`config.mk`:
```
export PLATFORM = sky130hd
export DESIGN_NAME = hazard_unit
export DESIGN_NICKNAME = d
export VERILOG_FILES = /design/src/rtl/hazard_unit_pkg.sv /design/src/rtl/hazard_unit.sv
export SDC_FILE = /design/constraint.sdc
export NUM_CORES = 1
export LEC_CHECK = 0
export ABC_AREA = 1
export CAP_MARGIN = 20
export CORE_MARGIN = 2
export CORE_UTILIZATION = 32
export DETAILED_ROUTE_END_ITERATION = 16
export PLACE_DENSITY = 0.84
export SLEW_MARGIN = 25
export SYNTH_ARGS = -nofsm -noshare
export SYNTH_HDL_FRONTEND = slang
export SYNTH_SLANG_ARGS = --single-unit
export TNS_END_PERCENT = 5
```
`constraint.sdc`:
```
create_clock -name clock -period 1.15 [get_ports clock]
set_input_delay 0.115 -clock clock [delete_from_list [all_inputs] [get_ports clock]]
set_output_delay 0.115 -clock clock [all_outputs]
set_load 0.005 [all_outputs]
```
`src/rtl/hazard_unit_pkg.sv`:
```
// Shared definitions for the pipeline hazard unit: FSM state encoding and register-zero constant.
package hazard_unit_pkg;

  typedef enum logic [1:0] {
    RUN        = 2'd0,
    LOAD_STALL = 2'd1,
    MEM_WAIT   = 2'd2
  } hazState_t;

  localparam logic [4:0] REG_ZERO = 5'd0;

endpackage

```
`src/rtl/hazard_unit.sv`:
```
// Pipeline hazard unit: load-use stall, branch flush, data-memory wait with timeout abort.
// Optional statistics counters are built only when HAZARD_STATS_EN is defined.
module hazard_unit
  import hazard_unit_pkg::*;
#(
  parameter int unsigned TIMEOUT_CYCLES = 255
) (
  input  logic        clock,
  input  logic        reset,
  input  logic [4:0]  ifIdRs,
  input  logic [4:0]  ifIdRt,
  input  logic        ifIdUsesRt,
  input  logic [4:0]  idExRt,
  input  logic        idExMemToReg,
  input  logic        branchTaken,
  input  logic        memReq,
  input  logic        memReady,
  output logic        pcWrite,
  output logic        ifIdWrite,
  output logic        ifIdFlush,
  output logic        idExFlush,
  output logic        pipeWrite,
  output logic        memError,
  output logic [31:0] stallCount,
  output logic [31:0] flushCount,
  output hazState_t   stateDbg
);

  // Handshake: memReq qualifies the MEM stage access; memReady completes it in the same
  // cycle. A request with memReady low freezes every pipeline register until ready or timeout.

  localparam logic [7:0] TIMEOUT_LIMIT = 8'(TIMEOUT_CYCLES);

  hazState_t  state;
  hazState_t  nextState;
  logic [7:0] waitCnt;
  logic       loadUse;
  logic       waitStart;
  logic       waitTimeout;

  assign loadUse = idExMemToReg && (idExRt != REG_ZERO) &&
                   ((idExRt == ifIdRs) || (ifIdUsesRt && (idExRt == ifIdRt)));

  assign stateDbg = state;

  always_comb begin
    pcWrite     = 1'b1;
    ifIdWrite   = 1'b1;
    pipeWrite   = 1'b1;
    ifIdFlush   = 1'b0;
    idExFlush   = 1'b0;
    waitStart   = 1'b0;
    waitTimeout = 1'b0;
    nextState   = RUN;
    if (!reset) begin
      case (state)
        RUN, LOAD_STALL: begin
          if (memReq && !memReady) begin
            pcWrite   = 1'b0;
            ifIdWrite = 1'b0;
            pipeWrite = 1'b0;
            waitStart = 1'b1;
            nextState = MEM_WAIT;
          end else if (branchTaken) begin
            ifIdFlush = 1'b1;
            idExFlush = 1'b1;
          end else if ((state == RUN) && loadUse) begin
            // Hold PC and IF/ID for one cycle while a bubble enters ID/EX.
            pcWrite   = 1'b0;
            ifIdWrite = 1'b0;
            idExFlush = 1'b1;
            nextState = LOAD_STALL;
          end
        end
        MEM_WAIT: begin
          if (!memReady) begin
            pcWrite   = 1'b0;
            ifIdWrite = 1'b0;
            pipeWrite = 1'b0;
            if (waitCnt == TIMEOUT_LIMIT) begin
              waitTimeout = 1'b1;
            end else begin
              nextState = MEM_WAIT;
            end
          end
        end
        default: nextState = RUN;
      endcase
    end
  end

  always_ff @(posedge clock) begin
    if (reset) begin
      state    <= RUN;
      waitCnt  <= 8'd0;
      memError <= 1'b0;
    end else begin
      state <= nextState;
      if (waitStart) begin
        waitCnt <= 8'd1;
      end else if ((state == MEM_WAIT) && !memReady && (waitCnt != 8'hFF)) begin
        waitCnt <= waitCnt + 8'd1;
      end
      if (waitTimeout) begin
        memError <= 1'b1;
      end
    end
  end

`ifdef HAZARD_STATS_EN
  always_ff @(posedge clock) begin
    if (reset) begin
      stallCount <= 32'd0;
      flushCount <= 32'd0;
    end else begin
      if (!pcWrite) begin
        stallCount <= stallCount + 32'd1;
      end
      if (ifIdFlush) begin
        flushCount <= flushCount + 32'd1;
      end
    end
  end
`else
  assign stallCount = 32'd0;
  assign flushCount = 32'd0;
`endif

endmodule

```
Word-level counts from Yosys, hierarchy flattened
Index checks and enable logic that the tools add are counted.

cells by class
  multiplexer cells = 33
  add/sub/neg operators = 1
  equality and inequality tests = 6
  reductions and logical operators = 14

operator list
  cell                 count
  $mux 1               27
  $eq 5x5->1           2
  $add 8x1->8 const B  1
  $eq 8x8->1 const B   1
  $ne 8x8->1 const B   1
  $logic_and 1x1->1    7
  $mux 2               3
  $reduce_bool 5->1    1
  $pmux 1 s2           2
  $pmux 2 s2           1
  $reduce_or 2->1      2
  $eq 2x1->1 const B   1
  $eq 2x2->1 const B   1
  $logic_not 2->1      1
  $reduce_bool 2->1    1
  $logic_not 1->1      1
  $logic_or 1x1->1     1

word-level totals
  output and inout port bits = 72
  bits of input ports = 22
  register bits = 11

Depth between registers and ports, before layout
  word-level depth = 10
  gate-level depth with buffers = 10
  depth with buffers taken out = 9

Least setup slack after synthesis
Ideal clock, no wire load.

  path kind = flip-flop to flip-flop
  start point = register waitCnt[0]
  end point = register waitCnt[1]
  clock period less this slack = 1.234 ns
  path slack = -0.084 ns
  path buffers = 0
  stages on the path, launching flop included = 9
  arrival time = 1.119 ns
  cell sequence = dfxtp_1 > ha_1 > nand2_1 > nor2_2 > nand4_2 > nand2_4 > inv_2 > nor2_1 > nor2_1

between the ends
  word-level cells in the longest chain between the ends = 2
  elaborated cells on any way between the ends = 3
  classes of those cells = add/sub (1); eq/ne (1); reduce/logical (1)

RTL lines
  what                                                 RTL line            text
  from (decl)                                          hazard_unit.sv:36   logic [7:0] waitCnt;
  from (signal assigned)                               hazard_unit.sv:102  waitCnt <= waitCnt + 8'd1;
  branches (longest 2 deep; another with $add 8x1->8)  n/a

Parallel ways; which one is timed is not known.
A chain may end at the register's enable or synchronous reset.

Final worst setup path
  start point = register state[1], in the netlist stateDbg[1]
  end point = output pcWrite

between the ends
  word-level cells in the longest chain between the ends = 7
  elaborated cells on any way between the ends = 10
  classes of those cells = eq/ne (2); mux (5); reduce/logical (3)

RTL lines
  what                    RTL line                              text
  from (decl)             hazard_unit.sv:34                     hazState_t state;
  from (signal assigned)  hazard_unit.sv:98                     state <= nextState;
  $logic_not 2->1         hazard_unit.sv:56, hazard_unit.sv:67
  $logic_and 1x1->1       hazard_unit.sv:67                     end else if ((state == RUN) && loadUse) begin
  $mux 1                  hazard_unit.sv:67
  $mux 1                  hazard_unit.sv:64                     end else if (branchTaken) begin
  $mux 1                  hazard_unit.sv:58                     if (memReq && !memReady) begin
  $pmux 1 s2 (*)          hazard_unit.sv:56                     case (state)
  $mux 1 (*)              hazard_unit.sv:55                     if (!reset) begin
  to (decl)               hazard_unit.sv:18                     output logic pcWrite,

Mark *: on every way between the ends. The rest lies on a longest branch, timed or not.

==> reports/metrics.cfg <==
[outcome]
status=complete, but fails checks
violations=setup timing

[pwr]
p_int_mw=0.773
power.density_nw_per_um2=649
seq_power_share_pct=35.2
max-vdd-ir-drop_v=0.000337
p_clk_share_pct=35.8
p_leak_nw=0.984
power_frac_comb_pct=29.0
swShare_pct=30.7
switching_power_mw=0.343

[worst_hold_path]
worstHoldStart=reset
min_path_type=in2reg

[timing]
fin_ws_ns=-0.171
rsz0062_at_grt=yes
period_needed_ns=1.32
finalSetupViolations=14
hold_violations=0
hold_ws_ns=0.387
period_share_pct=115
finalClockSkew_ns=0.000305
max_freq_ghz=0.757
slew_violations=0

[synthesis]
netlist_area_um2=1310
ys_types=22
netlist_instances=207
yosys_warnings=0
synth-seq-cells=11
seq_area_frac_synth_pct=16.9
avgSynthCellArea_um2=6.31

[setup_path]
arrival_ns=1.21
crit_required_ns=1.03
r2r_start=waitCnt[1]
startpoint_type=register
startpoint=stateDbg[1]
path_class=reg2out
end_kind=output pin
path_max_fanout=2

[final_layout]
regArea_um2=229
design_area_um2=1720
layout-drive-gt1-share_pct=29.1
syn_to_final_growth_pct=31.7
final.fill_count=432
layout_commonest_cell=conb_1
antenna_cells=0
multi_input_area_um2=831
final_cell_mix=conb_1 (64), nand2_1 (46), buf_4 (24)
nets=289

[clock_tree]
cts_buffer_depth=2
cts-root-buf=clkbuf_8
cts_tree=done
clock-sinks=11
clk_pin_slew_ns=0.05
cts-htree-levels=1
insertion_delay_ns=0.24
ctsHoldBuffers=0
cts_buffers=3

[place]
port_buffers=29
preCtsSetupSlack_ns=-0.747
routabilityCongestion=0.852
placed_area_um2=1590
dp_hpwl_um=2140

[route]
drt-pass1-iter-count=4
drc=0
drt_iter0_markers=31
wl_per_cell_um=8.71
wl_um=2740
drtAntennaViolNets=0
vias_per_cell=3.81
vias=1200

[die]
pin_count=94
dieArea_um2=4610
die_h_um=67.9
fp-row-count=23
design.core.area_um2=3970
die_x_um=67.9
initial_utilization_pct=32.9

[global_route]
top_usage_layer=met2
grtUsageMet3_pct=2.96
grt_pass1_vias=1023
grt_pass1_wl_um=4190
grtUsageMet1_pct=13.1
met2_usage_pct=22.9
antenna_found_initial=0
grt_overflow=0
grt_use_total_pct=12.0
grt_max_degree=11

[flow_run]
max_cap_violations=0

-- final cells by class --
cell class	instances	area share, %
multi-input combinational	168	48.3
timing repair buffer	56	26.3
clock buffer	4	2.62
tap	50	3.64
sequential	11	13.3
inverter	26	5.82
-- power groups by stage --
stage	Combinational (mW)	Clock [mW]	Sequential (mW)
4_1_cts	0.302	0.413	0.393
3_5_place_dp	0.303	0	0.403
3_3_place_gp	0.299	0	0.403
6_report	0.324	0.399	0.393
5_1_grt	0.372	0.428	0.393
2_1_floorplan	0.302	0	0.403
-- sequential cells by signal (all words and copies together) (netlist names) --
signal,cells
memError,1
waitCnt,8
stateDbg,2
-- cell families (layout without fill, tap and decap cells) --
kind of cell / after synthesis / after routing / synth area share (%)
adders and majority gates: 1 / 1 / 0.958
AOI/OAI and AO/OA: 11 / 11 / 4.41
and+or+nand+nor: 87 / 87 / 29.3
DFF: 11 / 11 / 16.9
buffers and inverters: 91 / 86 / 44.8
other: 1 / 64 / 0.287
xor gates and xnor gates: 5 / 5 / 3.35
-- per-layer routing --
metal	vias to the layer above	wire, um	part of all wire (%)
li1	614	-	-
met2	51	1480	54
met3	6	197	7.2
met5	-	0	0
met4	0	43	1.6
met1	529	1030	37
-- synth_stat cells (all sizes together) --
cell type	number	area share (%)
nand3b	1	0.57
o21ai	1	0.38
xnor2	2	1.3
nand4	2	1.4
buf	65	37
nor3	6	3.5
inv	26	7.5
nand2	53	16
xor2	3	2.0
conb	1	0.29
ha	1	0.96
dfxtp	11	17
o211ai	1	0.57
a21oi	9	3.4
nor2	19	5.7
nand3	6	2.3
-- per-stage QoR --
step | cells | power (mW) | setup TNS (ns) | utilization [%]
2_1_floorplan | 270 | 0.705 | -0.309 | -
3_3_place_gp | 305 | 0.702 | -6.04 | 39.9
3_5_place_dp | 305 | 0.707 | -6.36 | 39.9
4_1_cts | 315 | 1.11 | -1.51 | 42.1
5_1_grt | 315 | 1.19 | -2.40 | 43.3
6_report | 315 | 1.12 | -1.27 | 43.3
-- worst paths after layout --
kind	to	slack (ns)	depth (start not counted)
hold reg to reg	memError	0.49	2
hold / removal	stateDbg[1]	0.39	3
setup reg to reg	waitCnt[0]	-0.12	8
setup / recovery	pcWrite	-0.17	8
-- critical path: stages (launching register included) --
cell and delay [ns]:
dfxtp_2 0.33, inv_2 0.06, buf_6 0.11, nand2_1 0.10, nand2_2 0.08, nand2_4 0.07
nand2_2 0.05, inv_2 0.06, buf_6 0.09
-- repair_timing --
item,4_1_cts,5_1_grt
pin swaps,24,14
resized for setup,64,28
setup endpoints to repair,19,15
setup buffers,7,0
Power figures use the tool's default switching activity.
==> RTL edit: new RTL, config.mk and constraints unchanged <==
The package constant `REG_ZERO` goes from 5'd0 to 5'd1.
--- a/src/rtl/hazard_unit_pkg.sv
+++ b/src/rtl/hazard_unit_pkg.sv
@@ -7,7 +7,7 @@
     MEM_WAIT   = 2'd2
   } hazState_t;
 
-  localparam logic [4:0] REG_ZERO = 5'd0;
+  localparam logic [4:0] REG_ZERO = 5'd1;
 
 endpackage
 
Behaviour: not the same (a bounded check fails within 4 cycles, from zero or initial values and one cycle with reset high).
==> RTL edit against the original RTL <==
- largest power group unchanged
- the run still ends with setup timing left
- sequential share of layout area rose by 0.20 points
- maximum frequency fell by 8.7%
- sequential cell count did not move
- worst setup slack got worse by 0.13 ns
- routed wire length rose by 1.2%
- synthesized area fell by 0.29%
- design area fell by 2.0%
- global-route usage rose by 0.34 points
- utilization fell by 0.88 points
- total power fell by 0.51%
==> RTL edit: results (changes against the original RTL) <==
INFO  metric worst_hold_path_ep = stateDbg[0] (was stateDbg[1])
INFO  metric synth_compound_gate_area_share = 4.899% (was 4.406%)
INFO  metric crit_path_end_kind = register (was output port)
INFO  metric final_critical_path_setup_slack = -0.2972 ns (was -0.1713 ns)
INFO  metric cp_data_arrival_time = 1.63 ns (was 1.21 ns)
INFO  metric grt_usage = 12.33% (was 12.00%)
INFO  metric worstPathMaxFanout = 3 (was 2)
INFO  metric first_global_vias = 1063 (was 1023)
INFO  metric fin_setup_tns = -2.586 ns (was -1.271 ns)
INFO  metric violations_in_the_final_reports = setup timing (unchanged)
INFO  metric sequential_cell_area_fraction_in_the_yosys_report = 16.91% (was 16.86%)
INFO  metric design.final.nets = 287 (was 289)
INFO  metric post_cts_resized = 44 (was 64)
INFO  metric placed_cells_incl_taps = 303 (was 305)
INFO  metric timing.rr.start = stateDbg[0] (was waitCnt[1])
INFO  metric post_drt_via_cell_ratio = 3.917 (was 3.810)
INFO  metric post_synthesis_mean_instance_area = 6.323 sq um (was 6.310 sq um)
INFO  metric ir_drop = 0.6178 mV (was 0.3374 mV)
INFO  metric timing.final.setup_violations = 16 (was 14)
INFO  metric run_status = finished, violations left (unchanged)
INFO  metric hold_path_stages = 4 (was 3)
INFO  metric r2r_end = stateDbg[0] (was waitCnt[0])
INFO  metric multi_input_comb_area = 805.8 sq um (was 830.8 sq um)
INFO  metric layout.clock.cell_area_share = 2.747% (was 2.618%)
INFO  metric fillerInstances = 413 (was 432)
INFO  metric fin_util = 42.44% (was 43.32%)
INFO  metric dp_slack = -0.8100 ns (was -0.7471 ns)
INFO  metric first_pass_grt_wire_length = 4.278 mm (was 4.188 mm)
INFO  metric n_all_buffers = 55 (was 56)
-- RTL edit: critical path: stages, from the launching register on --
cell	delay [ns]
sky130_fd_sc_hd__dfxtp_2	0.34
sky130_fd_sc_hd__nor2_4	0.10
sky130_fd_sc_hd__nand2_2	0.07
sky130_fd_sc_hd__a31oi_4	0.16
sky130_fd_sc_hd__nand3_2	0.12
sky130_fd_sc_hd__buf_4	0.16
sky130_fd_sc_hd__buf_4	0.12
sky130_fd_sc_hd__buf_4	0.12
sky130_fd_sc_hd__buf_4	0.12
sky130_fd_sc_hd__nor2_2	0.07
-- RTL edit: layer usage --
layer	share of wire [%]	up-vias	track usage [%]
li1	-	616	-
met1	38	536	12.81
met2	51	68	23.16
met3	7.8	6	2.167
met4	2.4	0	6.750
met5	0	-	0
